### src/rtl/alu_pkg.sv
// Shared opcode and shifter-mode definitions for the ALU and the decoder
// that drives it.
package alu_pkg;

  typedef enum logic [3:0] {
    ALU_ADD   = 4'b0000,
    ALU_SUB   = 4'b0001,
    ALU_AND   = 4'b0010,
    ALU_OR    = 4'b0011,
    ALU_XOR   = 4'b0100,
    ALU_SHL   = 4'b0101,
    ALU_SHR   = 4'b0110,
    ALU_SRA   = 4'b0111,
    ALU_ROTR  = 4'b1000,
    ALU_ROTL  = 4'b1001,
    ALU_NOTA  = 4'b1010,
    ALU_PASSB = 4'b1011
  } alu_op_e;

  typedef enum logic [2:0] {
    SH_SHL  = 3'd0,
    SH_SHR  = 3'd1,
    SH_SRA  = 3'd2,
    SH_ROTR = 3'd3,
    SH_ROTL = 3'd4
  } shift_mode_e;

  // Non-shift opcodes map to SH_SHL; their shifter output is simply unused.
  function automatic shift_mode_e shift_mode_of(input alu_op_e op);
    case (op)
      ALU_SHR:  return SH_SHR;
      ALU_SRA:  return SH_SRA;
      ALU_ROTR: return SH_ROTR;
      ALU_ROTL: return SH_ROTL;
      default:  return SH_SHL;
    endcase
  endfunction

endpackage

### src/rtl/alu_shifter.sv
// Combinational shift/rotate unit. Shifts saturate for amounts >= N;
// rotates use the amount modulo N.
module alu_shifter
  import alu_pkg::*;
#(
  parameter int N = 32
) (
  input  logic [N-1:0] a,
  input  logic [N-1:0] amount,
  input  shift_mode_e  mode,
  output logic [N-1:0] result
);

  localparam logic [N-1:0] WIDTH = N'(N);

  logic           big;
  logic [N-1:0]   rot;
  logic [2*N-1:0] dbl_r;
  logic [2*N-1:0] dbl_l;

  // Rotating the doubled word lets one barrel shift cover both directions.
  always_comb begin
    big   = (amount >= WIDTH);
    rot   = amount % WIDTH;
    dbl_r = {a, a} >> rot;
    dbl_l = {a, a} << rot;
    case (mode)
      SH_SHL:  result = big ? '0 : (a << amount);
      SH_SHR:  result = big ? '0 : (a >> amount);
      SH_SRA:  result = big ? {N{a[N-1]}} : $unsigned($signed(a) >>> amount);
      SH_ROTR: result = dbl_r[N-1:0];
      SH_ROTL: result = dbl_l[2*N-1:N];
      default: result = '0;
    endcase
  end

endmodule

### src/rtl/alu.sv
// Single-cycle-latency ALU: combinational datapath and flags, then one
// register stage holding AluResult, z and n.
module alu
  import alu_pkg::*;
#(
  parameter int N = 32
) (
  input  logic         clk,
  input  logic         rst,
  input  logic [N-1:0] a,
  input  logic [N-1:0] b,
  input  logic [N:0]   AluControl,
  output logic [N-1:0] AluResult,
  output logic         z,
  output logic         n
);

  alu_op_e     op;
  shift_mode_e mode;
  logic [N-1:0] shift_res;
  logic [N-1:0] next_res;

  assign op   = alu_op_e'(AluControl[3:0]);
  assign mode = shift_mode_of(op);

  // Control bits above [3:0] carry no meaning for this block.
  if (N > 3) begin : g_unused_ctrl
    logic unused_ctrl;
    assign unused_ctrl = ^AluControl[N:4];
  end

  alu_shifter #(.N(N)) u_shifter (
    .a      (a),
    .amount (b),
    .mode   (mode),
    .result (shift_res)
  );

  always_comb begin
    case (op)
      ALU_ADD:   next_res = a + b;
      ALU_SUB:   next_res = a - b;
      ALU_AND:   next_res = a & b;
      ALU_OR:    next_res = a | b;
      ALU_XOR:   next_res = a ^ b;
      ALU_SHL,
      ALU_SHR,
      ALU_SRA,
      ALU_ROTR,
      ALU_ROTL:  next_res = shift_res;
      ALU_NOTA:  next_res = ~a;
      ALU_PASSB: next_res = b;
      default:   next_res = '0;
    endcase
  end

  always_ff @(posedge clk or posedge rst) begin
    if (rst) begin
      AluResult <= '0;
      z         <= 1'b1;
      n         <= 1'b0;
    end else begin
      AluResult <= next_res;
      z         <= (next_res == '0);
      n         <= next_res[N-1];
    end
  end

endmodule

### config.mk
export PLATFORM = sky130hd
export DESIGN_NAME = alu
export DESIGN_NICKNAME = d
export VERILOG_FILES = /design/src/rtl/alu_pkg.sv /design/src/rtl/alu_shifter.sv /design/src/rtl/alu.sv
export SDC_FILE = /design/constraint.sdc
export NUM_CORES = 1
export LEC_CHECK = 0
export ABC_AREA = 1
export CAP_MARGIN = 20
export CORE_MARGIN = 4
export CORE_UTILIZATION = 60
export DETAILED_ROUTE_END_ITERATION = 8
export PLACE_DENSITY = 0.86
export SLEW_MARGIN = 5
export SYNTH_ARGS = -nofsm -noshare
export SYNTH_HDL_FRONTEND = slang
export SYNTH_SLANG_ARGS = --single-unit
### constraint.sdc
create_clock -name clk -period 1 [get_ports clk]
set_input_delay 0.1 -clock clk [delete_from_list [all_inputs] [get_ports clk]]
set_output_delay 0.1 -clock clk [all_outputs]
set_load 0.05 [all_outputs]
==> results of run 1 <==
-- through the flow --
step / TNS, ns / hold slack (ns)
floorplan: -56.58 / 0.228
global placement: -83.95 / 0.533
detailed placement: -97.54 / 0.559
-- synthesized netlist by cell type (6+ instances only) --
library cell	instances	area share (%)
nand2_1	687	20
nand3_1	454	18
nor2_1	232	6.8
inv_1	204	5.9
o21ai_0	184	7.1
a21oi_1	120	4.7
ha_1	96	9.3
clkbuf_1	56	1.6
buf_1	44	1.3
buf_2	36	1.4
xor2_1	35	2.4
dfrtp_1	32	6.2
o211ai_1	28	1.6
a31oi_1	23	1.1
o22ai_1	22	1.1
nor3_1	20	0.78
nand4_1	19	0.92
o21ai_1	17	0.66
a2111oi_0	12	0.82
nor2_2	12	0.58
or2_2	11	0.53
a211oi_1	9	0.52
a21o_1	9	0.52
a311oi_1	9	0.61
buf_4	9	0.52
o2111ai_1	9	0.61
nand3b_1	8	0.47
inv_2	6	0.17
nor4_1	6	0.29
-- kinds of logic after synthesis --
group	Yosys count	share of synthesized area, %
flip-flops	33	6.42
AND/OR/NAND/NOR	1467	49.1
multiplexers	4	0.311
adder cells (fa/ha/maj)	97	9.48
XOR/XNOR	37	2.52
AO/OA/AOI/OAI	467	21.0
buffers and inverters	359	11.2
==> load_flow_metrics.sql, run 1 <==
INSERT INTO impl_metrics (metric_group, metric, value, unit) VALUES
('status', 'outcome', 'did not finish', ''),
('status', 'last_stage_reached', '4_1_cts', ''),
('status', 'tool.error', '[ERROR DPL-0033] detailed placement checks failed during check placement.', ''),
('placed_design', 'detailedPlace.worstSlack', '-3.59', 'ns'),
('floorplanning', 'fp.dieH', '155', 'um'),
('floorplanning', 'die-width', '155', 'um'),
('floorplanning', 'std_cell_rows', '53', ''),
('floorplanning', 'i_o_pin_cnt', '133', ''),
('placed_design', 'gpl.final_weighted_congestion', '1.37', ''),
('yosys', 'post_synth_cell_types', '54', ''),
('placed_design', 'io_buffers', '103', ''),
('yosys', 'synth_nets', '2660', ''),
('placed_design', 'dpl.cell_count', '3243', ''),
('clock_tree', 'cts.path.max_buffers', '2', ''),
('clock_tree', 'number_of_instances_resized_during_post_cts_repair', '430', ''),
('placed_design', 'dpl_cell_area', '18400', 'um2'),
('clock_tree', 'postCtsSetupBuffers', '77', ''),
('yosys', 'ys.flop_type', 'dfrtp_1', ''),
('yosys', 'synth_async_sr_flop_share', '100', '%'),
('yosys', 'postSynthRegisterBits', '33', ''),
('yosys', 'synth.avg_cell_area', '5.23', 'um2'),
('clock_tree', 'clock_buffers_created_by_tritoncts', '5', ''),
('yosys', 'synthesis.area', '12900', 'um2'),
('placed_design', 'post-dp-hpwl', '62400', 'um'),
('floorplanning', 'initial_core_util', '61.1', '%'),
('yosys', 'synth.yosys.seq_area_share', '6.42', '%'),
('clock_tree', 'ctsRootBufferMaster', 'clkbuf_16', ''),
('clock_tree', 'htree_levels', '2', ''),
('yosys', 'count_of_flip_flops_with_a_built_in_enable_after_synthesis', '0', ''),
('yosys', 'yosysWarningCount', '0', ''),
('clock_tree', 'holdBufCountCts', '0', ''),
('yosys', 'synth_cells', '2464', ''),
('clock_tree', 'cts.sinks', '33', '');
==> run 2, diff against run 1 <==
--- a/config.mk
+++ b/config.mk
@@ -8,9 +8,9 @@
 export ABC_AREA = 1
 export CAP_MARGIN = 20
 export CORE_MARGIN = 4
-export CORE_UTILIZATION = 60
+export CORE_UTILIZATION = 40
 export DETAILED_ROUTE_END_ITERATION = 8
-export PLACE_DENSITY = 0.86
+export PLACE_DENSITY_LB_ADDON = 0.15
 export SLEW_MARGIN = 5
 export SYNTH_ARGS = -nofsm -noshare
 export SYNTH_HDL_FRONTEND = slang
==> load_flow_metrics.sql, run 2 <==
INSERT INTO impl_metrics (metric_group, metric, value, unit) VALUES
('pwr', 'power.ir.vdd_worst', '0.000664', 'V'),
('yosys', 'count_of_flip_flops_with_a_built_in_enable_after_synthesis', '0', ''),
('setup_path', 'criticalPathCategory', 'input port to flop', ''),
('setup_path', 'crit_slowest_cell', 'ha_2', ''),
('route', 'antenna_left', '0', ''),
('global_route', 'grt.total_usage', '42.4', '%'),
('global_route', 'grt_start_max_net_pins', '88', ''),
('cells_and_area', 'area_growth_syn_to_layout', '70.8', '%'),
('yosys', 'yosysTopAreaCell', 'nand2_1', ''),
('placed_design', 'post-dp-hpwl', '62700', 'um'),
('yosys', 'synth.yosys.seq_area_share', '6.42', '%'),
('pwr', 'power_per_cell_area', '722', 'nW/um2'),
('clock_tree', 'cts_tree', 'built', ''),
('route', 'detail_route.first_pass.iterations', '7', ''),
('floorplanning', 'core_area', '31600', 'um2'),
('sta', 'hold-worst-slack', '0.0474', 'ns'),
('setup_path', 'path_max_fanout', '4', ''),
('global_route', 'antenna_violations_before_repair', '0', ''),
('setup_path', 'critical-path-top-cell-by-count', 'nor2_1', ''),
('cells_and_area', 'finish.utilization', '69.5', '%'),
('floorplanning', 'std_cell_rows', '65', ''),
('cells_and_area', 'mostFrequentLayoutCells', 'buf_4 (626), nand2_1 (607), nand3_1 (400), nor2_1 (187), inv_1 (166)', ''),
('setup_path', 'crit_path_end_kind', 'flop', ''),
('sta', 'timing.max_slew.rel_slack', '29.1', '%'),
('floorplanning', 'fp.dieH', '187', 'um'),
('yosys', 'synthesis.area', '12900', 'um2'),
('status', 'violations', 'setup timing', ''),
('yosys', 'synth_async_sr_flop_share', '100', '%'),
('sta', 'timing.final.ws_setup', '-2.60', 'ns'),
('global_route', 'vias_in_the_first_global_route', '19700', ''),
('floorplanning', 'i_o_pin_cnt', '133', ''),
('cells_and_area', 'registers.top_by_ff_count', 'AluResult', ''),
('route', 'drt-total-wl', '82300', 'um'),
('worst_hold_path', 'hold_class', 'input port to asynchronous set/reset pin', ''),
('clock_tree', 'cts.path.max_buffers', '2', ''),
('placed_design', 'gpl.final_weighted_congestion', '1.14', ''),
('floorplanning', 'design.die.area', '35100', 'um2'),
('cells_and_area', 'num-fill-cells', '2762', ''),
('setup_path', 'cp-start-kind', 'input port', ''),
('yosys', 'yosysWarningCount', '0', ''),
('yosys', 'post_synth_most_frequent_cells', 'nand2_1 (687), nand3_1 (454), nor2_1 (232), inv_1 (204), o21ai_0 (184)', ''),
('clock_tree', 'cts.sinks', '33', ''),
('cells_and_area', 'largest_registers', 'AluResult (32), z (1)', ''),
('floorplanning', 'initial_core_util', '40.7', '%'),
('cells_and_area', 'finalNetCount', '3329', ''),
('placed_design', 'dpl.cell_count', '3432', ''),
('yosys', 'ys.flop_type', 'dfrtp_1', ''),
('route', 'drt-vias-per-instance', '6.12', ''),
('clock_tree', 'clock_buffers_created_by_tritoncts', '5', ''),
('global_route', 'grt.overflow.total', '0', ''),
('setup_path', 'critPathArrivalTime', '3.81', 'ns'),
('sta', 'report.final.slew_viol_count', '0', ''),
('global_route', 'wire_length_of_the_first_global_routing_pass', '118000', 'um'),
('sta', 'timing.fmax', '278', 'MHz'),
('yosys', 'yosys.cell_count.top_type', 'nand2_1', ''),
('job', 'max_cap_violations', '0', ''),
('placed_design', 'io_buffers', '103', ''),
('floorplanning', 'die-width', '187', 'um'),
('cells_and_area', 'antenna-diode-count', '0', ''),
('route', 'drt-initial-drc-count', '3245', ''),
('yosys', 'synth_nets', '2660', ''),
('sta', 'period_minus_slack', '3.60', 'ns'),
('yosys', 'synth.avg_cell_area', '5.23', 'um2'),
('sta', 'worst-slew-pin-transition', '1.06', 'ns'),
('yosys', 'netlist_top_cells_area', 'nand2_1 (20%), nand3_1 (18%), ha_1 (9.3%)', ''),
('route', 'via_count', '21600', ''),
('yosys', 'postSynthRegisterBits', '33', ''),
('clock_tree', 'ctsRootBufferMaster', 'clkbuf_16', ''),
('cells_and_area', 'layout.cells.non_filler', '3536', ''),
('cells_and_area', 'fin_area', '22000', 'um2'),
('clock_tree', 'htree_levels', '2', ''),
('setup_path', 'worst_ep_required_time', '1.21', 'ns'),
('sta', 'final_number_of_setup_violating_endpoints', '34', ''),
('cells_and_area', 'mostFrequentLayoutCell', 'buf_4', ''),
('route', 'route.detailed.wl_per_inst', '23.3', 'um'),
('pwr', 'total_leakage_power', '11.0', 'nW'),
('clock_tree', 'holdBufCountCts', '0', ''),
('yosys', 'synth_cells', '2464', ''),
('route', 'drc_errors', '0', ''),
('sta', 'hold_viol_final', '0', ''),
('setup_path', 'critical_path.max_stage_delay', '0.39', 'ns'),
('cells_and_area', 'layout-drive-gt1-share', '37.9', '%'),
('yosys', 'post_synth_cell_types', '54', ''),
('cells_and_area', 'flip_flop_count_of_the_largest_register_after_layout', '32', ''),
('sta', 'unrepaired_setup_endpoints_after_global_routing', 'true', ''),
('status', 'outcome', 'finished, violations left', ''),
('sta', 'final.period_utilization', '360', '%'),
('clock_tree', 'clk_pin_slew_worst_paths', '0.05', 'ns'),
('placed_design', 'dpl_cell_area', '19000', 'um2'),
('yosys', 'synthDominantCellAreaShare', '20.0', '%');
run 2: area by class of cell:
cell class                 instances  area, um2  share of cell area [%]
multi-input combinational       2072      12600                    57.2
timing repair buffer             809       7090                    32.2
inverter                         212        833                    3.79
clock buffer                       7        143                   0.649
tap                              402        503                    2.29
clock inverter                     1       30.0                   0.137
sequential                        33        827                    3.76
run 2: critical path, delay by kind of cell:
kind	cells	cell delay [ns]
buffers and inverters	5	0.48
AO/OA/AOI/OAI	5	0.75
AND/OR/NAND/NOR	17	1.77
adder cells (fa/ha/maj)	2	0.52
XOR/XNOR	1	0.15
run 2: path summary, 6_finish.rpt:
check / startpoint / end
hold / removal: rst / AluResult[31]
min in group clk: b[13] / AluResult[13]
max in group asynchronous: rst / AluResult[2]
setup / recovery: b[0] / z
run 2: report_power, final:
group	internal [mW]	total [mW]	switching (mW)
Clock	1.24	1.78	0.536
Sequential	1.50	1.65	0.150
Combinational	5.30	12.4	7.15
Total	8.04	15.9	7.83
run 2: per-stage QoR:
| step | power (mW) | setup slack [ns] | setup TNS, ns |
|---|---|---|---|
| 2_1_floorplan | 6.46 | -2.48 | -56.58 |
| 3_3_place_gp | 11.7 | -3.38 | -91.90 |
| 3_5_place_dp | 11.8 | -3.34 | -91.99 |
| 4_1_cts | 14.5 | -2.42 | -64.14 |
| 5_1_grt | 16.6 | -2.77 | -73.86 |
| 6_report | 15.9 | -2.60 | -70.77 |
run 2: cells by family (layout without fill, tap and decap cells):
family                     Yosys count  count (layout)  share of synthesized area [%]
and+or+nand+nor                   1467            1467                           49.1
AOI/OAI and AO/OA                  467             467                           21.0
buffers and inverters              359            1029                           11.2
adders and majority gates           97              97                           9.48
xor gates and xnor gates            37              37                           2.52
DFF                                 33              33                           6.42
muxes                                4               4                          0.311
run 2: what timing repair did:
| item | in CTS | in global routing |
|---|---|---|
| pin swaps | 117 | 149 |
| cloned | 1 | 0 |
| endpoints found under the setup margin | 34 | 34 |
| gates resized for setup | 397 | 278 |
| setup buffers | 61 | 55 |
run 2: metal layers:
layer / track usage [%] / vias to the layer above / part of all wire [%]
met1: 57.3 / 9948 / 38
met4: 16.0 / 0 / 6.8
li1: - / 9670 / -
met3: 9.44 / 399 / 13
met2: 66.1 / 1630 / 42
met5: 0 / - / 0
(Power assumes the default switching activity.)
